$ cat config.mk
export PLATFORM = sky130hd
export DESIGN_NAME = uart_tx_fifo_flat
export DESIGN_NICKNAME = d
export VERILOG_FILES = /design/src/rtl/uart_pkg.sv /design/src/rtl/uart_tx_fifo_if.sv /design/src/rtl/uart_fifo_mem.sv /design/src/rtl/uart_tx_fifo.sv /design/src/flat_wrapper.sv
export SDC_FILE = /design/constraint.sdc
export NUM_CORES = 1
export LEC_CHECK = 0
export ABC_AREA = 1
export BUFFER_PORTS_ARGS = -buffer_cell sky130_fd_sc_hd__buf_2
export CAP_MARGIN = 0
export CELL_PAD_IN_SITES_DETAIL_PLACEMENT = 1
export CELL_PAD_IN_SITES_GLOBAL_PLACEMENT = 1
export CORE_ASPECT_RATIO = 0.9
export CORE_MARGIN = 2
export CORE_UTILIZATION = 35
export CTS_BUF_LIST = sky130_fd_sc_hd__clkbuf_4 sky130_fd_sc_hd__clkbuf_8
export CTS_CLUSTER_DIAMETER = 150
export DETAILED_ROUTE_END_ITERATION = 10
export HOLD_SLACK_MARGIN = 0.1
export MAX_ROUTING_LAYER = met4
export PLACE_DENSITY_LB_ADDON = 0.25
export SLEW_MARGIN = 0
export SYNTH_ARGS = -nofsm -noshare
export SYNTH_HDL_FRONTEND = slang
export SYNTH_SLANG_ARGS = --single-unit
$ cat constraint.sdc
create_clock -name i_clk -period 2.74 [get_ports i_clk]
set_input_delay 0.548 -clock i_clk [delete_from_list [all_inputs] [get_ports i_clk]]
set_output_delay 0.548 -clock i_clk [all_outputs]
set_load 0.01 [all_outputs]
$ cat src/rtl/uart_pkg.sv
// Shared UART constants: byte width, default FIFO depth, line timing.
// No logic; constants only.
// Imported by the FIFO, its storage and the UART top.
package uart_pkg;
   localparam int UART_DATA_W  = 8;
   localparam int FIFO_ADDR_W  = 4;
   localparam int CLK_HZ       = 50_000_000;
   localparam int BAUD         = 115_200;
   localparam int BAUD_DIVISOR = CLK_HZ / BAUD;
endpackage

$ cat src/rtl/uart_tx_fifo_if.sv
// Write-side and transmitter-side signals of the UART TX FIFO.
// Pure wiring, no latency.
// wr_ready and tx_data_valid/tx_data_ack carry the flow control.
interface uart_tx_fifo_if
   import uart_pkg::*;
#(
   parameter int ADDR_W = FIFO_ADDR_W,
   parameter int DATA_W = UART_DATA_W
);
   logic [DATA_W-1:0] wr_data;
   logic              wr_valid;
   logic              wr_ready;
   logic [DATA_W-1:0] tx_data;
   logic              tx_data_valid;
   logic              tx_data_ack;
   logic [ADDR_W:0]   level;
   logic              overflow;
   logic              clr_overflow;

   // Producer plus transmitter side.
   modport master (
      output wr_data, wr_valid, tx_data_ack, clr_overflow,
      input  wr_ready, tx_data, tx_data_valid, level, overflow
   );

   // FIFO side.
   modport slave (
      input  wr_data, wr_valid, tx_data_ack, clr_overflow,
      output wr_ready, tx_data, tx_data_valid, level, overflow
   );
endinterface

$ cat src/rtl/uart_fifo_mem.sv
// DEPTH x DATA_W register file, one write port, one read port.
// Write lands on the clock edge; read is combinational (zero latency).
// No flow control; the caller gates i_we.
module uart_fifo_mem
   import uart_pkg::*;
#(
   parameter int ADDR_W = FIFO_ADDR_W,
   parameter int DATA_W = UART_DATA_W
) (
   input  logic              i_clk,
   input  logic              i_we,
   input  logic [ADDR_W-1:0] i_waddr,
   input  logic [DATA_W-1:0] i_wdata,
   input  logic [ADDR_W-1:0] i_raddr,
   output logic [DATA_W-1:0] o_rdata
);
   localparam int DEPTH = 2 ** ADDR_W;

   logic [DATA_W-1:0] r_mem [DEPTH];

   // Storage is deliberately not reset; stale entries are never presented
   // because the control logic tracks occupancy.
   always_ff @(posedge i_clk) begin
      if (i_we) begin
         r_mem[i_waddr] <= i_wdata;
      end
   end

   assign o_rdata = r_mem[i_raddr];
endmodule

$ cat src/rtl/uart_tx_fifo.sv
// Byte FIFO between a bursty producer and the UART transmitter.
// Write-to-head latency 1 cycle; pop takes effect on the ack edge.
// wr_ready = not full (registered count), writes while full are dropped and flagged.
module uart_tx_fifo
   import uart_pkg::*;
#(
   parameter int ADDR_W = FIFO_ADDR_W,
   parameter int DATA_W = UART_DATA_W
) (
   input  logic         i_clk,
   input  logic         i_rst,
   uart_tx_fifo_if.slave io_fifo
);
   localparam int              DEPTH     = 2 ** ADDR_W;
   localparam logic [ADDR_W:0] DEPTH_CNT = (ADDR_W + 1)'(DEPTH);

   logic [ADDR_W-1:0] r_rd_ptr;
   logic [ADDR_W-1:0] r_wr_ptr;
   logic [ADDR_W:0]   r_count;
   logic              r_overflow;

   logic w_full;
   logic w_empty;
   logic w_push;
   logic w_pop;

   // Full/empty come only from the registered count, so wr_ready never
   // depends combinationally on wr_valid or tx_data_ack.
   assign w_full  = (r_count == DEPTH_CNT);
   assign w_empty = (r_count == '0);
   assign w_push  = io_fifo.wr_valid & ~w_full;
   assign w_pop   = io_fifo.tx_data_ack & ~w_empty;

   // Pointer, occupancy and sticky overflow update.
   always_ff @(posedge i_clk) begin
      if (i_rst) begin
         r_rd_ptr   <= '0;
         r_wr_ptr   <= '0;
         r_count    <= '0;
         r_overflow <= 1'b0;
      end else begin
         if (w_push) begin
            r_wr_ptr <= r_wr_ptr + 1'b1;
         end
         if (w_pop) begin
            r_rd_ptr <= r_rd_ptr + 1'b1;
         end
         case ({w_push, w_pop})
            2'b10:   r_count <= r_count + 1'b1;
            2'b01:   r_count <= r_count - 1'b1;
            default: r_count <= r_count;
         endcase
         // A dropped write outranks a clear in the same cycle.
         if (io_fifo.wr_valid & w_full) begin
            r_overflow <= 1'b1;
         end else if (io_fifo.clr_overflow) begin
            r_overflow <= 1'b0;
         end
      end
   end

   uart_fifo_mem #(
      .ADDR_W (ADDR_W),
      .DATA_W (DATA_W)
   ) u_mem (
      .i_clk   (i_clk),
      .i_we    (w_push),
      .i_waddr (r_wr_ptr),
      .i_wdata (io_fifo.wr_data),
      .i_raddr (r_rd_ptr),
      .o_rdata (io_fifo.tx_data)
   );

   assign io_fifo.wr_ready      = ~w_full;
   assign io_fifo.tx_data_valid = ~w_empty;
   assign io_fifo.level         = r_count;
   assign io_fifo.overflow      = r_overflow;
endmodule

$ cat src/flat_wrapper.sv
// flat-port wrapper written by rule: the top's interface ports become plain ports
module uart_tx_fifo_flat import uart_pkg::*;
#(
   parameter int ADDR_W = FIFO_ADDR_W,
   parameter int DATA_W = UART_DATA_W
)
  (i_clk, i_rst, io_fifo_wr_data, io_fifo_wr_valid, io_fifo_tx_data_ack, io_fifo_clr_overflow, io_fifo_wr_ready, io_fifo_tx_data, io_fifo_tx_data_valid, io_fifo_level, io_fifo_overflow);
  uart_tx_fifo_if #(.ADDR_W(ADDR_W), .DATA_W(DATA_W)) io_fifo_i ();
  input  logic i_clk;
  input  logic i_rst;
  input wire logic [$bits(io_fifo_i.wr_data)-1:0] io_fifo_wr_data;
  input wire logic [$bits(io_fifo_i.wr_valid)-1:0] io_fifo_wr_valid;
  input wire logic [$bits(io_fifo_i.tx_data_ack)-1:0] io_fifo_tx_data_ack;
  input wire logic [$bits(io_fifo_i.clr_overflow)-1:0] io_fifo_clr_overflow;
  output wire logic [$bits(io_fifo_i.wr_ready)-1:0] io_fifo_wr_ready;
  output wire logic [$bits(io_fifo_i.tx_data)-1:0] io_fifo_tx_data;
  output wire logic [$bits(io_fifo_i.tx_data_valid)-1:0] io_fifo_tx_data_valid;
  output wire logic [$bits(io_fifo_i.level)-1:0] io_fifo_level;
  output wire logic [$bits(io_fifo_i.overflow)-1:0] io_fifo_overflow;
  assign io_fifo_i.wr_data = io_fifo_wr_data;
  assign io_fifo_i.wr_valid = io_fifo_wr_valid;
  assign io_fifo_i.tx_data_ack = io_fifo_tx_data_ack;
  assign io_fifo_i.clr_overflow = io_fifo_clr_overflow;
  assign io_fifo_wr_ready = io_fifo_i.wr_ready;
  assign io_fifo_tx_data = io_fifo_i.tx_data;
  assign io_fifo_tx_data_valid = io_fifo_i.tx_data_valid;
  assign io_fifo_level = io_fifo_i.level;
  assign io_fifo_overflow = io_fifo_i.overflow;
  uart_tx_fifo #(.ADDR_W(ADDR_W), .DATA_W(DATA_W)) u_core (.i_clk(i_clk), .i_rst(i_rst), .io_fifo(io_fifo_i));
endmodule
After elaboration in Yosys (flattened, before gate mapping)
Memories as Yosys holds them, arrays and structs flattened. A register that Yosys moved wholly into a read port is not among the register bits.
Cells that the tools add are included.
{"block": "totals", "reg_bits": 14, "ramBits": 128, "output_inout_bits": 16, "elab_cells": 27, "mem_count": 1}
{"block": "op_classes", "addsub": 4, "n_eq_ne": 3, "mux": 7, "bitwise": 5, "n_reduce_logical": 3}
{"memory": "u_core.u_mem.r_mem", "words": 16, "word_bits": 8, "read_ports": 1, "rd_ports_with_merged_regs": 1, "wr": 1, "line_no": "uart_fifo_mem.sv:19", "text": "logic [DATA_W-1:0] r_mem [DEPTH];"}
{"op": "case mux 5 bit (2 select lines)", "n": 1}
{"op": "adder 4 x 1 -> 4 bit (second input constant)", "n": 2}
{"op": "2-to-1 mux 4 bit", "n": 2}
{"op": "adder 5 x 1 -> 5 bit (second input constant)", "n": 1}
{"op": "== test 5 bit (second input constant)", "n": 1}
{"op": "logical NOT 5 bit", "n": 1}
{"op": "subtractor 5 x 1 -> 5 bit (second input constant)", "n": 1}
{"op": "2-to-1 mux 1 bit", "n": 4}
{"op": "nonzero test 2 bit", "n": 2}
{"op": "AND 1 bit", "n": 3}
{"op": "== test 2 x 1 -> 1 bit (second input constant)", "n": 1}
{"op": "== test 2 bit (second input constant)", "n": 1}
{"op": "inverter 1 bit", "n": 2}

Depth between registers and ports, before layout
Gate-level depths: netlist of run 1.
{"block": "logic_depth", "word_depth": 5, "mapped_depth": 15, "mapped_depth_nobuf": 15}

Hierarchy
Synthesis of run 1 repeated with hierarchy kept, for this count alone.
{"block": "unflattened", "hier_cells": 657, "hier_area_um2": 6458.7}
{"module": "uart_fifo_mem", "instances": 1, "cells_each": 543, "area_per_inst_um2": 5606.6, "seq_area_each_um2": 3843.7}
{"module": "uart_tx_fifo", "instances": 1, "cells_each": 114, "area_per_inst_um2": 852.1, "seq_area_each_um2": 280.3}

Least setup slack after synthesis of run 1
Ideal clock, no wire load.
{"block": "synth_path", "path_type": "reg-to-reg", "start": "reg u_core.r_count[0], in the netlist u_core.io_fifo.level[0]", "end": "reg u_core.r_count[2], in the netlist u_core.io_fifo.level[2]", "setup_ps": 113, "arrival_ps": 1845, "path_slack_ps": 782, "path_stages_with_launch": 13, "n_path_buf": 0, "synth_period_minus_slack_ps": 1958, "cell_sequence": "dfxtp_1 > nor2_2 > nand3_2 > nand2_4 > inv_4 > ha_1 > xor2_1 > ha_1 > inv_1 > nand2_2 > xor2_1 > o21ai_1 > inv_1"}
{"block": "synth_via", "elab_chain_len": 5, "elab_cells_between_ends": 12, "cone_classes": "2 x add/sub; 3 x eq/ne; 1 x mux; 4 x bitwise; 2 x reduce/logical"}
{"item": "start: declaration", "line_no": "uart_tx_fifo.sv:19", "text": "logic [ADDR_W:0] r_count;"}
{"item": "start signal: assignment", "line_no": "uart_tx_fifo.sv:49", "text": "2'b10: r_count <= r_count + 1'b1;"}
{"item": "start signal: assignment", "line_no": "uart_tx_fifo.sv:50", "text": "2'b01: r_count <= r_count - 1'b1;"}
{"item": "start signal: assignment", "line_no": "uart_tx_fifo.sv:51", "text": "default: r_count <= r_count;"}
{"item": "logical NOT 5 bit (*)", "line_no": "uart_tx_fifo.sv:30", "text": "assign w_empty = (r_count == '0);"}
{"item": "inverter 1 bit (*)"}
{"item": "named net io_fifo_tx_data_valid", "line_no": "flat_wrapper.sv:17", "text": "output wire logic [$bits(io_fifo_i.tx_data_valid)-1:0] io_fifo_tx_data_valid;"}
{"item": "AND 1 bit (*)", "line_no": "uart_tx_fifo.sv:32", "text": "assign w_pop = io_fifo.tx_data_ack & ~w_empty;"}
{"item": "named net u_core.w_pop", "line_no": "uart_tx_fifo.sv:25", "text": "logic w_pop;"}
{"item": "== test 2 x 1 -> 1 bit / == test 2 bit (equally long branches)", "line_no": "uart_tx_fifo.sv:48", "text": "case ({w_push, w_pop})"}
{"item": "case mux 5 bit (2 select lines) / nonzero test 2 bit (equally long branches)"}
Mark *: on every way through the listed nets, which the timed path passes. The rest lies on a longest branch.
A chain may end at the register's enable or synchronous reset.

==> impl_metrics.toml, run 1 <==
[final_layout]
layout-drive-gt1-share_pct = 17.5
postLayoutCoreUtil_pct = 40.6
final_common_cell = "edfxtp_1"
final_cells = 777
mostFrequentLayoutCells = "edfxtp_1, inv_1, o21ai_0"
design_area_sq_um = 7090
num_antenna_cells = 0
synthToLayoutAreaGrowth_pct = 14.9
fin_nets = 546

[timing]
hold_viol = 0
period_minus_slack_ps = 2510
fin_ws_ps = 234
drv_slew = 0
setup_viol = 0
fin_hold_ws_ps = 364
grt_setup_unrepaired = "no"
maxSlewHeadroom_pct = 47.6
tightestPinTransition_ps = 783
fin_crit_sh_pct = 91.4
final.setup_skew_ps = 10.1
setup_tns_ps = 0
fmax_mhz = 399

[route]
ant_nets = 0
vias = 3776
wl_per_cell_microns = 18.9
first_iter_violations = 222
viasPerCell = 4.86
drc = 0
dr.pass1.iters = 4
routed_wl_mm = 14.7

[die]
core_area_sq_um = 17400
fp.dieW_microns = 144
std_cell_rows = 46
ios = 29
dieHeight_microns = 130
dieArea_sq_um = 18700
initial_core_util_pct = 35.4

[place]
gp_congestion = 0.808
dp_hpwl_mm = 9.72
dp_slack_ps = 566
place_inst = 746
postPlaceCellArea_sq_um = 6680
io_buffers = 28

[setup_path]
crit_top_cell = "o21ai_0"
worstPathMaxFanout = 32
end_kind = "output pin"
r2r-end = "u_core.u_mem.r_mem[2][3]$_DFFE_PP_"
r2r-start = "u_core.io_fifo.level[1]$_SDFFE_PP0P_"
r2r_cells = 7
r2r_setup_slack_ps = 610
path_cells = "buf_4 -> a21oi_1 -> o21ai_0 -> o21ai_0 -> o211ai_1 -> nand2_1 -> buf_2"
setup.worst_path.class = "reg -> out"
max_stage_delay_ps = 370
worstSetupEndpoint = "io_fifo_tx_data[4]"
slowest_stage = "buf_4"
crit_required_ps = 2190
cp-start-kind = "flip-flop"
arrival_ps = 1960

[synth]
ys_ff_latch = 146
yosys_warnings = 0
syn_nets = 501
synthTopCellsByArea = "edfxtp_1, dfxtp_1, mux2i_1, o211ai_1, inv_1"
synthCells = 480
synth-seq-area-share_pct = 68.1
syn_avg_cell_area_sq_um = 12.9
syn_area_sq_um = 6170
ys_types = 34
synth.top_cell.area_share_pct = 62.3
yosysTopAreaCell = "edfxtp_1"

[power_and_ir_drop]
peakVddDrop_mv = 0.489
power.density_nw_per_um2 = 854
leakagePower_nw = 2.54
power_mw = 6.05

[cts]
post_cts_resized = 0
cts_setup_buffers = 0
cts_made_buffers = 17
clk_latency_ps = 440
cts.path.max_buffers = 2
cts_max_level = 4
root_buffer = "clkbuf_8"
path_clk_slew_ps = 80
tritoncts = "built"
cts_hold_buf = 0
cts.sinks = 146

[flow_run]
drv_cap = 0

[grt]
grt_first_pass_wirelength_mm = 22.8
grtUsageTotal_pct = 17.3
grt_pass1_vias = 3935
grt_overflow_total = 0
grt_antenna_before_repair = 0
grt_start_max_net_pins = 38

[run_status]
status = "finished clean"

[worst_hold_path]
hold_class = "in -> reg"
## area by class of cell
class | instances | area (sq um)
Tap cell | 240 | 300
Clock inverter | 14 | 170
Sequential cell | 146 | 4210
Multi-Input combinational cell | 253 | 1630
Clock buffer | 17 | 234
Fill cell | 1859 | 10400
Inverter | 58 | 220
Timing Repair Buffer | 49 | 323
## logic make-up (layout without fill, tap and decap cells)
logic type,count (synthesis),in the layout,synth area share (%)
fa+ha+maj,8,8,1.62
compound gates,112,112,10.9
mux,32,32,5.19
buf+inv,81,138,5.39
xor+xnor,5,5,0.710
flops,146,146,68.1
simple gates,96,96,8.05
## cells in the mapped netlist
master	number
nand2_4	4
nor3b_1	8
xnor2_1	1
nand3_2	3
inv_4	1
inv_2	1
buf_1	2
nor3_1	2
nor4_1	2
o31ai_4	1
o21ai_0	39
mux2i_1	32
nand4_1	4
buf_6	2
nor2_2	3
a211oi_1	3
ha_1	8
o21ai_1	1
nor2_1	26
o31ai_2	1
buf_4	1
o211ai_1	32
buf_2	6
clkinv_1	1
edfxtp_1	128
nand2_1	25
xor2_1	4
clkbuf_1	12
nand2_2	2
dfxtp_1	18
nor2_4	1
a21oi_1	35
nand3_1	16
inv_1	55
## where the power goes
group	internal (mW)	switching, mW	leakage, nW	total [mW]
logic	0.606	1.06	1.04	1.67
clock network	0.966	0.770	0.201	1.74
registers	2.54	0.106	1.30	2.65
total	4.11	1.94	2.54	6.05
## critical path: cells and delay by family (launching register included)
kind                   cells  cell delay, ps
AOI/OAI and AO/OA          4             570
and+or+nand+nor            1              70
DFF                        1             330
buffers and inverters      2             520
## per-layer routing
| layer | global-route usage [%] | wire length (microns) | vias to the layer above |
|---|---|---|---|
| met5 | - | 0 | - |
| met2 | 27.2 | 6970 | 67 |
| met3 | 4.11 | 654 | 13 |
| li1 | - | - | 1821 |
| met1 | 22.7 | 6940 | 1875 |
| met4 | 4.56 | 141 | 0 |
## worst min path at each step
stage	startpoint	end	slack [ps]	depth (start not counted)
after floorplan	u_core.io_fifo.overflow$_SDFFE_PP0P_	u_core.io_fifo.overflow$_SDFFE_PP0P_	490	2
after global placement	u_core.io_fifo.overflow$_SDFFE_PP0P_	u_core.io_fifo.overflow$_SDFFE_PP0P_	450	2
after detailed placement	u_core.io_fifo.overflow$_SDFFE_PP0P_	u_core.io_fifo.overflow$_SDFFE_PP0P_	470	2
after CTS	io_fifo_clr_overflow	u_core.io_fifo.overflow$_SDFFE_PP0P_	340	4
after global routing	io_fifo_clr_overflow	u_core.io_fifo.overflow$_SDFFE_PP0P_	360	4
final	io_fifo_clr_overflow	u_core.io_fifo.overflow$_SDFFE_PP0P_	360	4
## sequential cells by signal, summed over array words and instances (netlist names), named ones only
register,cells
u_core.io_fifo.level,5
u_core.u_mem.r_mem,128
u_core.r_wr_ptr,4
u_core.r_rd_ptr,4
u_core.io_fifo.overflow,1
Power figures use the tool's default switching activity.
==> inputs of run 2 (changes only) <==
--- a/config.mk
+++ b/config.mk
@@ -12,13 +12,15 @@
 export CELL_PAD_IN_SITES_GLOBAL_PLACEMENT = 1
 export CORE_ASPECT_RATIO = 0.9
 export CORE_MARGIN = 2
-export CORE_UTILIZATION = 35
+export CORE_UTILIZATION = 56
 export CTS_BUF_LIST = sky130_fd_sc_hd__clkbuf_4 sky130_fd_sc_hd__clkbuf_8
 export CTS_CLUSTER_DIAMETER = 150
 export DETAILED_ROUTE_END_ITERATION = 10
+export GPL_TIMING_DRIVEN = 1
 export HOLD_SLACK_MARGIN = 0.1
 export MAX_ROUTING_LAYER = met4
 export PLACE_DENSITY_LB_ADDON = 0.25
+export REMOVE_ABC_BUFFERS = 1
 export SLEW_MARGIN = 0
 export SYNTH_ARGS = -nofsm -noshare
 export SYNTH_HDL_FRONTEND = slang
==> impl_metrics.toml, run 2 (synthesized netlist as in run 1, its figures left out) <==
[final_layout]
postLayoutCoreUtil_pct = 64.6
final_common_cell = "edfxtp_1"
largest_register = "u_core.u_mem.r_mem"
fin_nets = 550
num_antenna_cells = 0
design_area_sq_um = 6950
fillCellCount = 1082
largest_register_ffs = 128
mostFrequentLayoutCells = "edfxtp_1, inv_1, o21ai_0"
multi_input_area_sq_um = 1630
synthToLayoutAreaGrowth_pct = 12.7
layout-drive-gt1-share_pct = 18.3
seqCellArea_sq_um = 4210

[grt]
grt_pass1_vias = 4263
grt_start_max_net_pins = 29
grt-busiest-layer = "met2"
use_met2_pct = 44.9
grt_antenna_before_repair = 0
grtUsageTotal_pct = 27.4
grt_overflow_total = 0
met3_usage_pct = 6.73
met1_usage_pct = 32.3
grt_first_pass_wirelength_mm = 23.1

[worst_hold_path]
hold_class = "in -> reg"
hold_start = "io_fifo_clr_overflow"

[place]
postPlaceCellArea_sq_um = 6570
gp_congestion = 0.894
dp_hpwl_mm = 9.91
io_buffers = 28

[die]
ios = 29
std_cell_rows = 36
fp.dieW_microns = 115
dieHeight_microns = 104
dieArea_sq_um = 11900
initial_core_util_pct = 57.3
core_area_sq_um = 10800

[run_status]
status = "finished with violations"
failed_checks = "negative setup slack"

[cts]
root_buffer = "clkbuf_8"
cts_max_level = 4
tritoncts = "built"
cts_made_buffers = 17
cts.path.max_buffers = 2
clk_latency_ps = 460
cts.sinks = 146
path_clk_slew_ps = 70

[route]
drc = 0
vias = 3954
viasPerCell = 5.87
routed_wl_mm = 14.9
ant_nets = 0
wl_per_cell_microns = 22.0
first_iter_violations = 338
dr.pass1.iters = 5

[flow_run]
drv_cap = 0

[timing]
setup_viol = 1
period_minus_slack_ps = 2750
fin_crit_sh_pct = 101
final.setup_skew_ps = 7.47
maxSlewHeadroom_pct = 37.8
fin_ws_ps = -14.8
fin_hold_ws_ps = 341
drv_slew = 0
fmax_mhz = 363
hold_viol = 0
tightestPinTransition_ps = 930

[setup_path]
end_kind = "output pin"
setup.worst_path.class = "reg -> out"
arrival_ps = 2210
worstPathMaxFanout = 11
cp-start-kind = "flip-flop"
r2r-start = "u_core.io_fifo.level[2]$_SDFFE_PP0P_"
crit_required_ps = 2190

[power_and_ir_drop]
power.density_nw_per_um2 = 857
peakVddDrop_mv = 0.576
leakagePower_nw = 2.55
## run 2: repair_timing
| item | in CTS | in global routing |
|---|---|---|
| buffers inserted | 1 | 1 |
| hold buffers | 0 | 0 |
| hold endpoints to repair | 0 | 0 |
| pin swaps | 0 | 0 |
| setup endpoints to repair | 1 | 3 |
| resized for setup | 0 | 1 |
## run 2: report_power, final
part           switching [mW]  leakage, nW  internal (mW)
sequential              0.137         1.30           2.54
clock                   0.773        0.185          0.794
combinational            1.08         1.06          0.635
## run 2: worst max-delay path, cell delays in order (launching register included)
cell      delay, ps
dfxtp_4         420
buf_6           190
o21ai_0         380
o21ai_0         250
o211ai_1        260
nand2_1         100
buf_2           150
## run 2: routing by layer
metal  share of wire, %  vias to the layer above
li1                   -                     1837
met1                 42                     1982
met2                 51                      100
met3                3.9                       35
met4                2.9                        0
met5                  0                        -
## run 2: through the flow
step                TNS (ps)  total power, mW  instances  worst slack, ps
floorplan              -5060             3.79        457             -647
global placement           0             4.30        641              573
detailed placement         0             4.39        641              456
CTS                        0             5.98        673             75.8
global route           -52.5             6.26        674            -52.5
finish                 -14.8             5.96        674            -14.8
## run 2: final cells by class
class | count | area share, %
Inverter | 58 | 3.22
Clock inverter | 13 | 1.73
Timing Repair Buffer | 53 | 5.18
Sequential cell | 146 | 60.5
Multi-Input combinational cell | 253 | 23.5
Tap cell | 133 | 2.39
Clock buffer | 18 | 3.47
## run 2: path summary, 6_finish.rpt
path / endpoint / slack, ps / depth (start not counted)
max: io_fifo_tx_data[5] / -10 / 6
min: u_core.io_fifo.overflow$_SDFFE_PP0P_ / 340 / 4
max reg2reg: u_core.io_fifo.level[4]$_SDFFE_PP0P_ / 480 / 13
min reg2reg: u_core.io_fifo.overflow$_SDFFE_PP0P_ / 470 / 2
==> inputs of run 3 (changes only) <==
--- a/config.mk
+++ b/config.mk
@@ -25,3 +25,4 @@
 export SYNTH_ARGS = -nofsm -noshare
 export SYNTH_HDL_FRONTEND = slang
 export SYNTH_SLANG_ARGS = --single-unit
+export TNS_END_PERCENT = 5
==> constraint.sdc (replaced) <==
create_clock -name i_clk -period 3.5 [get_ports i_clk]
set_input_delay 0.7 -clock i_clk [delete_from_list [all_inputs] [get_ports i_clk]]
set_output_delay 0.7 -clock i_clk [all_outputs]
set_load 0.01 [all_outputs]
==> impl_metrics.toml, run 3 (synthesized netlist as in run 1, its figures left out) <==
[run_status]
status = "finished clean"

[timing]
fin_crit_sh_pct = 88.5
setup_viol = 0
fin_hold_ws_ps = 475
period_minus_slack_ps = 3100
drv_slew = 0
hold_viol = 0
maxSlewHeadroom_pct = 34.7
tightestPinTransition_ps = 975
setup_tns_ps = 0
grt_setup_unrepaired = "no"
final.setup_skew_ps = 11.7
fmax_mhz = 323

[cts]
cts.sinks = 146
cts_made_buffers = 17
root_buffer = "clkbuf_8"
cts_max_level = 4
cts_hold_buf = 0
path_clk_slew_ps = 70
post_cts_resized = 0
tritoncts = "built"
clk_latency_ps = 440
cts.path.max_buffers = 2
cts_setup_buffers = 0

[setup_path]
cp-start-kind = "flip-flop"
r2r-end = "u_core.u_mem.r_mem[0][2]$_DFFE_PP_"
r2r_setup_slack_ps = 1180
end_kind = "output pin"
arrival_ps = 2400
setup.worst_path.class = "reg -> out"
crit_required_ps = 2800
r2r_cells = 6
worstPathMaxFanout = 62
r2r-start = "u_core.io_fifo.level[2]$_SDFFE_PP0P_"

[final_layout]
largest_register_ffs = 128
synthToLayoutAreaGrowth_pct = 9.98
final_common_cell = "edfxtp_1"
mostFrequentLayoutCells = "edfxtp_1, inv_1, o21ai_0"
largest_register = "u_core.u_mem.r_mem"
fillCellCount = 1073
fin_nets = 530
num_antenna_cells = 0
layout-drive-gt1-share_pct = 15.7

[route]
wl_per_cell_microns = 22.0
ant_nets = 0
first_iter_violations = 332
vias = 3857
drc = 0
routed_wl_mm = 14.4
dr.pass1.iters = 4
viasPerCell = 5.89

[grt]
grt_antenna_before_repair = 0
grt_overflow_total = 0
grt_pass1_vias = 4139
grt_first_pass_wirelength_mm = 22.4
grtUsageTotal_pct = 26.4
grt_start_max_net_pins = 63

[worst_hold_path]
min_to = "u_core.io_fifo.overflow$_SDFFE_PP0P_"
hold_class = "reg -> reg"
hold_start = "u_core.io_fifo.overflow$_SDFFE_PP0P_"
holdPathStages = 2

[power_and_ir_drop]
p_switching_mw = 1.52
swShare_pct = 32.8
power_frac_comb_pct = 26.7
p_int_mw = 3.11
clkPwrFrac_pct = 27.2
leakagePower_nw = 2.45
power.density_nw_per_um2 = 682
p_seq_share_pct = 46.1
peakVddDrop_mv = 0.409
power_mw = 4.62

[flow_run]
drv_cap = 0

[die]
core_area_sq_um = 10800
dieArea_sq_um = 11900
ios = 29
std_cell_rows = 36
fp.dieW_microns = 115
initial_core_util_pct = 57.3
dieHeight_microns = 104

[place]
dp_hpwl_mm = 9.40
gp_congestion = 0.824
io_buffers = 28
## run 3: cell types whose count changed in the layout (fill, tap and decap cells not counted)
cell        previous run  this run
clkinv_4               2         0
clkinvlp_4             2         0
buf_6                  2         0
buf_4                 21         5
buf_12                 2         0
clkbuf_8              17        21
clkinv_1               4         2
bufinv_16              2         1
clkbuf_4               1         5
## run 3: per-layer routing
| layer | GRT usage (%) | up-vias | share of wire [%] | wire (microns) |
|---|---|---|---|---|
| met5 | - | - | 0 | 0 |
| met4 | 11.3 | 0 | 2.3 | 333 |
| met3 | 6.09 | 27 | 5.2 | 744 |
| met2 | 39.8 | 105 | 50 | 7180 |
| met1 | 34.6 | 1933 | 43 | 6170 |
| li1 | - | 1792 | - | - |
## run 3: how the worst max path moves through the flow
stage | startpoint | endpoint | slack (ps) | cells after the start
finish | flip-flop | io_fifo_tx_data[5] | 400 | 6
global route | flip-flop | io_fifo_tx_data[5] | 180 | 6
CTS | flip-flop | io_fifo_tx_data[5] | 370 | 6
detailed placement | flip-flop | io_fifo_tx_data[5] | 850 | 6
global placement | flip-flop | io_fifo_tx_data[5] | 960 | 6
floorplan | flip-flop | io_fifo_tx_data[5] | -40 | 5
## run 3: area by class of cell
| type | instances | area, sq um | area share (%) |
|---|---|---|---|
| inverter | 58 | 220 | 3.25 |
| timing repair buffer | 33 | 178 | 2.62 |
| multi-input combinational | 253 | 1630 | 24.1 |
| clock buffer | 26 | 327 | 4.81 |
| tap | 133 | 166 | 2.45 |
| sequential | 146 | 4210 | 62.0 |
| clock inverter | 6 | 53.8 | 0.793 |
## run 3: power by group through the flow
stage | combinational, mW | clock (mW) | sequential, mW
after floorplan | 0.766 | 0 | 2.20
after global placement | 1.16 | 0 | 2.16
after detailed placement | 1.23 | 0 | 2.17
after CTS | 1.24 | 1.27 | 2.13
after global routing | 1.37 | 1.34 | 2.15
final | 1.24 | 1.26 | 2.13
## run 3: through the flow
step	setup WS (ps)	instances	area [sq um]	utilization, %
final	401	655	6790	63.0
after detailed placement	849	623	6400	59.5
after global routing	175	655	6790	63.0
after global placement	956	623	6400	59.5
after CTS	373	655	6790	63.0
after floorplan	-38.8	457	6060	-
## run 3: worst max-delay path, stage by stage, from the launching register on
cell and delay, ps:
dfxtp_4 810, buf_4 370, mux2i_1 230, o21ai_0 110
o211ai_1 210, nand2_1 80, buf_2 160
